File: src/rtl/uart_byte_tx.sv
// ---------------------------------------------------------------------------
// uart_byte_tx
//
// UART byte transmitter, 8N1 framing: idle-high line, one start bit (0),
// eight data bits LSB first, one stop bit (1). Transmit partner of the
// oversampling UART byte receiver; it shares the 3-bit baud_set encoding and
// the 16x-tick divider table, so a frame sent here is received correctly by
// that receiver at the same baud_set.
//
// Optional feature macro: UART_TX_PARITY_EN
//   When defined, an even-parity bit (XOR of the captured data bits) is sent
//   between the last data bit and the stop bit, giving an 11-bit frame.
//
// Ports:
//   clk        in   system clock
//   rstn       in   asynchronous active-low reset
//   send_en    in   request to transmit data_byte (ignored while busy)
//   data_byte  in   [7:0] byte to send, captured on acceptance
//   baud_set   in   [2:0] baud select, captured on acceptance
//   uart_tx    out  registered serial line, idles high
//   tx_busy    out  high while a frame is on the line
//   tx_done    out  one-cycle pulse right after the stop bit completes
// ---------------------------------------------------------------------------
module uart_byte_tx #(
    parameter int OVERSAMPLE = 16
) (
    input  logic       clk,
    input  logic       rstn,
    input  logic       send_en,
    input  logic [7:0] data_byte,
    input  logic [2:0] baud_set,
    output logic       uart_tx,
    output logic       tx_busy,
    output logic       tx_done
);

    typedef enum logic {
        IDLE,
        SEND
    } state_t;

`ifdef UART_TX_PARITY_EN
    localparam logic [3:0] LAST_BIT = 4'd10;
`else
    localparam logic [3:0] LAST_BIT = 4'd9;
`endif

    state_t      state_q, state_d;
    logic [3:0]  bitIdx_q, bitIdx_d;
    logic [15:0] divCnt_q, divCnt_d;
    logic [7:0]  data_q, data_d;
    logic [2:0]  baud_q, baud_d;
    logic        txLine_q, txLine_d;
    logic        done_q, done_d;
    logic [15:0] lastTick;

    // Divider table shared with the receiver; unused codes fall back to the
    // slowest rate.
    function automatic logic [8:0] bpsDiv(input logic [2:0] sel);
        logic [8:0] dr;
        case (sel)
            3'd0:    dr = 9'd324;
            3'd1:    dr = 9'd162;
            3'd2:    dr = 9'd80;
            3'd3:    dr = 9'd53;
            3'd4:    dr = 9'd26;
            default: dr = 9'd324;
        endcase
        return dr;
    endfunction

    // Line level for a given position in the frame.
    function automatic logic frameBit(input logic [3:0] idx, input logic [7:0] d);
        logic b;
        b = 1'b1;
        if (idx == 4'd0) begin
            b = 1'b0;
        end else if (idx <= 4'd8) begin
            b = d[3'(idx - 4'd1)];
        end
`ifdef UART_TX_PARITY_EN
        else if (idx == 4'd9) begin
            b = ^d;
        end
`endif
        return b;
    endfunction

    // The divider always runs off the captured baud select, so baud_set may
    // change freely while a frame is in flight.
    assign lastTick = 16'(OVERSAMPLE) * (16'(bpsDiv(baud_q)) + 16'd1) - 16'd1;

    // Sequencing: accept in IDLE, then walk bit positions every lastTick+1
    // cycles. The line level is derived from the next state so the start
    // bit appears one cycle after the accepting edge.
    always_comb begin
        state_d  = state_q;
        bitIdx_d = bitIdx_q;
        divCnt_d = divCnt_q;
        data_d   = data_q;
        baud_d   = baud_q;
        done_d   = 1'b0;
        txLine_d = 1'b1;

        case (state_q)
            IDLE: begin
                if (send_en) begin
                    state_d  = SEND;
                    bitIdx_d = 4'd0;
                    divCnt_d = 16'd0;
                    data_d   = data_byte;
                    baud_d   = baud_set;
                end
            end
            SEND: begin
                if (divCnt_q == lastTick) begin
                    divCnt_d = 16'd0;
                    if (bitIdx_q == LAST_BIT) begin
                        state_d  = IDLE;
                        bitIdx_d = 4'd0;
                        done_d   = 1'b1;
                    end else begin
                        bitIdx_d = bitIdx_q + 4'd1;
                    end
                end else begin
                    divCnt_d = divCnt_q + 16'd1;
                end
            end
            default: begin
                state_d = IDLE;
            end
        endcase

        if (state_d == SEND) begin
            txLine_d = frameBit(bitIdx_d, data_d);
        end
    end

    // State and datapath registers; reset forces the line idle immediately
    // and drops any frame in progress without a done pulse.
    always_ff @(posedge clk or negedge rstn) begin
        if (!rstn) begin
            state_q  <= IDLE;
            bitIdx_q <= 4'd0;
            divCnt_q <= 16'd0;
            data_q   <= 8'd0;
            baud_q   <= 3'd0;
            txLine_q <= 1'b1;
            done_q   <= 1'b0;
        end else begin
            state_q  <= state_d;
            bitIdx_q <= bitIdx_d;
            divCnt_q <= divCnt_d;
            data_q   <= data_d;
            baud_q   <= baud_d;
            txLine_q <= txLine_d;
            done_q   <= done_d;
        end
    end

    assign uart_tx = txLine_q;
    assign tx_busy = (state_q == SEND);
    assign tx_done = done_q;

endmodule

File: config.mk
export PLATFORM = sky130hd
export DESIGN_NAME = uart_byte_tx
export DESIGN_NICKNAME = d
export VERILOG_FILES = /design/src/rtl/uart_byte_tx.sv
export SDC_FILE = /design/constraint.sdc
export NUM_CORES = 1
export LEC_CHECK = 0
export BUFFER_PORTS_ARGS = -buffer_cell sky130_fd_sc_hd__buf_4
export CORE_UTILIZATION = 55
export CTS_CLUSTER_SIZE = 14
export DETAILED_ROUTE_END_ITERATION = 10
export PLACE_DENSITY = 0.74
export SETUP_SLACK_MARGIN = 0.5
export SLEW_MARGIN = 20
export SYNTH_ARGS = -nofsm -noshare
export SYNTH_HDL_FRONTEND = slang
export SYNTH_SLANG_ARGS = --single-unit
File: constraint.sdc
create_clock -name clk -period 4.6 [get_ports clk]
set_clock_uncertainty 0.2 [all_clocks]
set_input_delay 0.92 -clock clk [delete_from_list [all_inputs] [get_ports clk]]
set_output_delay 0.92 -clock clk [all_outputs]
set_load 0.005 [all_outputs]
==> results_dict.tcl <==
set metrics [dict create \
    cts_tree "done" \
    p_seq_frac 0.514 \
    r2r-start "baud_q[1]$_DFFE_PN0P_" \
    worstSetupEndpointType "flip-flop" \
    drt_iter0_drc 119 \
    finalNonFillerCells 301 \
    die_h_um 63.69 \
    dieWidth_um 63.69 \
    synth.area.top_cells "dfrtp_1 39%, o21ai_0 7.4%, nand2_1 4.1%" \
    areaGrowthSynthToFinish_pct 10.70 \
    dpl.hpwl_um 3002 \
    worstSetupPathType "reg -> reg" \
    min_path_cells 2 \
    crit_arrival_ps 3870 \
    synthFlopType "dfrtp_1" \
    synth_top_area_cell "dfrtp_1" \
    gp_congestion 0.8214 \
    timing.hold.ws_ps 284.2 \
    slew_violations 0 \
    synth_edf_count 0 \
    slowest_delay_ps 540 \
    avgSynthCellArea_um2 8.795 \
    grt_pass1_vias 1620 \
    tightestPinTransition_ps 1038 \
    r2r_setup_slack_ps 750 \
    ir_worst_vdd_mv 0.2603 \
    ant_nets 0 \
    drc 0 \
    synth_cells 238 \
    cts_made_buffers 5 \
    synth_top_cell_area_share 0.3945 \
    status "finished clean" \
    cap_viol_max_count 0 \
    ys_ff_latch 34 \
    powerDensity_mw_per_mm2 365.7 \
    async_flop_share 1.000 \
    diodes 0 \
    via_per_inst 5.847 \
    dp.cells 292 \
    r2r_cells 12 \
    clk_pin_slew_ps 70 \
    slowest_stage "or4b_1" \
    hold_viol_final 0 \
    required_ps 4620 \
    rows 22 \
    clock_latency_ps 290 \
    ys_types 57 \
    synth-seq-area-share 0.4071 \
    cts_sinks 34 \
    cts_hold_buf 0 \
    hp-class "reg -> reg" \
    final_util 0.6329 \
    clockPowerShare 0.253 \
    rsz0062_at_grt "false" \
    htree_levels 2 \
    swShare 0.3312 \
    p_sw_w 0.0002806 \
    min_period_ps 3850 \
    slew_headroom 0.3057 \
    clk_path_buf_depth 2 \
    drt-total-wl_um 4518 \
    port_buffers 16 \
    dieArea_mm2 0.004056 \
    critPathTopFamily "compound AO/OA/AOI/OAI gates" \
    start_util 0.5718 \
    layout.nets 269 \
    ios 17 \
    critPathLaunchType "flip-flop" \
    post_route_cells_drive_above_1_share 0.1581 \
    hp-start "data_q[5]$_DFF_PN0_" \
    setup_viol 0 \
    synth_area_mm2 0.002093 \
    combinationalPowerShare 0.233 \
    min_to "data_q[5]$_DFF_PN0_" \
    grt_pass1_wl_um 7638 \
    crit_buf_inv 0 \
    fin_setup_tns_ps 0 \
    fin_crit_sh 0.8369 \
    synth_warnings 0 \
    overflow 0 \
    dr.pass1.iters 4 \
    intPower_w 0.0005668 \
    leakage_nw 1.035 \
    crit_path_cell_trace "or4b_1 > o22a_1 > a221oi_4 > nand4_1 > o31a_1 > ha_2 > nor2_1 > a221oi_1 > nor3_1 > o311ai_1 > o211ai_1 > o21ai_1" \
    antenna_found_initial 0 \
    via_count 1760 \
    coreArea_mm2 0.003661 \
    regToRegEndpoint "uart_tx$_DFF_PN1_" \
    synth_nets 255 \
    crit_fanout 10 \
    grt.total_usage 0.2496 \
    wl_per_cell_um 15.01 \
    grt_max_degree 35 \
    clockRootBuffer "clkbuf_8" \
    clock.fmax_ghz 0.2598 \
]
## worst register-to-register path: cells and delay by family (launching register included)
kind                       cells  cell delay [ps]
AOI/OAI and AO/OA              7             1750
and+or+nand+nor                4              950
DFF                            1              480
adders and majority gates      1              400
## worst max-delay path by stage
stage	startpoint	end	slack, ps	cells past startpoint
floorplan	baud_q[1]$_DFFE_PN0P_	uart_tx$_DFF_PN1_	1010	14
global placement	baud_q[1]$_DFFE_PN0P_	uart_tx$_DFF_PN1_	840	12
detailed placement	baud_q[1]$_DFFE_PN0P_	uart_tx$_DFF_PN1_	730	12
CTS	baud_q[1]$_DFFE_PN0P_	uart_tx$_DFF_PN1_	710	12
global route	baud_q[1]$_DFFE_PN0P_	uart_tx$_DFF_PN1_	520	12
finish	baud_q[1]$_DFFE_PN0P_	uart_tx$_DFF_PN1_	750	12
## cells by family after synthesis
group / share of synthesized area
AOI/OAI and AO/OA: 0.1979
xor gates and xnor gates: 0.01674
adders and majority gates: 0.01793
buffers and inverters: 0.05917
DFF: 0.4071
muxes: 0.05201
and+or+nand+nor: 0.2492
## Yosys cell counts, types with 2 or more instances
cell type	count
a21oi_1	5
and3_1	12
and3b_1	2
buf_2	3
buf_4	3
clkbuf_1	6
dfrtp_1	33
ha_1	3
inv_1	13
mux2_2	2
mux2i_1	6
nand2_1	23
nand2b_1	3
nand3_1	15
nand3b_1	2
nand4_1	2
nand4b_1	2
nor2_1	23
nor2b_1	2
nor3_1	3
nor3b_1	3
nor4_1	2
o21ai_0	31
o31a_1	2
o31ai_1	3
xnor2_1	2
xor2_1	2
## timing repair
item / CTS / global route
gates resized for setup: 0 / 3
buffers inserted: 0 / 1
endpoints found under the setup margin: 0 / 1
## layer usage
| metal | GRT usage | part of all wire | routed length [µm] | up-vias |
|---|---|---|---|---|
| met5 | 0 | 0 | 0 | - |
| met4 | 0.09375 | 0.016 | 74 | 0 |
| met3 | 0.07609 | 0.048 | 219 | 8 |
| met2 | 0.3564 | 0.45 | 2027 | 41 |
| met1 | 0.3523 | 0.49 | 2195 | 830 |
| li1 | - | - | - | 881 |
## cell usage in the layout (no fill, tap or decap), types with 3 or more instances in the layout
| cell | synthesis | final |
|---|---|---|
| o31ai_1 | 3 | 3 |
| nor3_1 | 3 | 3 |
| nand3_1 | 15 | 15 |
| nand2_1 | 23 | 23 |
| buf_4 | 3 | 20 |
| nor3b_1 | 3 | 3 |
| mux2i_1 | 6 | 6 |
| nor2_1 | 23 | 23 |
| clkbuf_8 | 0 | 5 |
| and3_1 | 12 | 12 |
| dfrtp_1 | 33 | 31 |
| inv_1 | 13 | 13 |
| a21oi_1 | 5 | 5 |
| o21ai_0 | 31 | 31 |
| clkbuf_1 | 6 | 3 |
| nand2b_1 | 3 | 3 |
## flip-flops by register name, indices dropped and copies added, names as in the netlist
register  cells
divCnt_q     16
tx_busy       1
baud_q        3
tx_done       1
bitIdx_q      4
data_q        8
uart_tx       1
## stage by stage
step	setup slack [ps]	cell area, µm²	total power [W]
after floorplan	1007	2093	0.0005832
after global placement	837.5	2225	0.0006276
after detailed placement	726.0	2225	0.0006353
after CTS	708.3	2305	0.0008499
after global routing	516.3	2317	0.0009102
final	750.4	2317	0.0008474
## final cells by class
cell class / count / area (µm²)
Sequential cell: 34 / 854.6
Inverter: 14 / 52.55
Clock buffer: 8 / 80.08
Timing Repair Buffer: 20 / 150.1
Fill cell: 308 / 1344
Multi-Input combinational cell: 177 / 1120
Tap cell: 48 / 60.06
## power by group through the flow
stage	logic (W)	registers (W)	clock network, W
6_report	0.000197	0.000436	0.000215
3_3_place_gp	0.000192	0.000436	0
5_1_grt	0.000228	0.000449	0.000233
3_5_place_dp	0.000197	0.000439	0
4_1_cts	0.000198	0.000433	0.000219
2_1_floorplan	0.000175	0.000408	0
No activity file was read; power rests on OpenSTA's default activity.
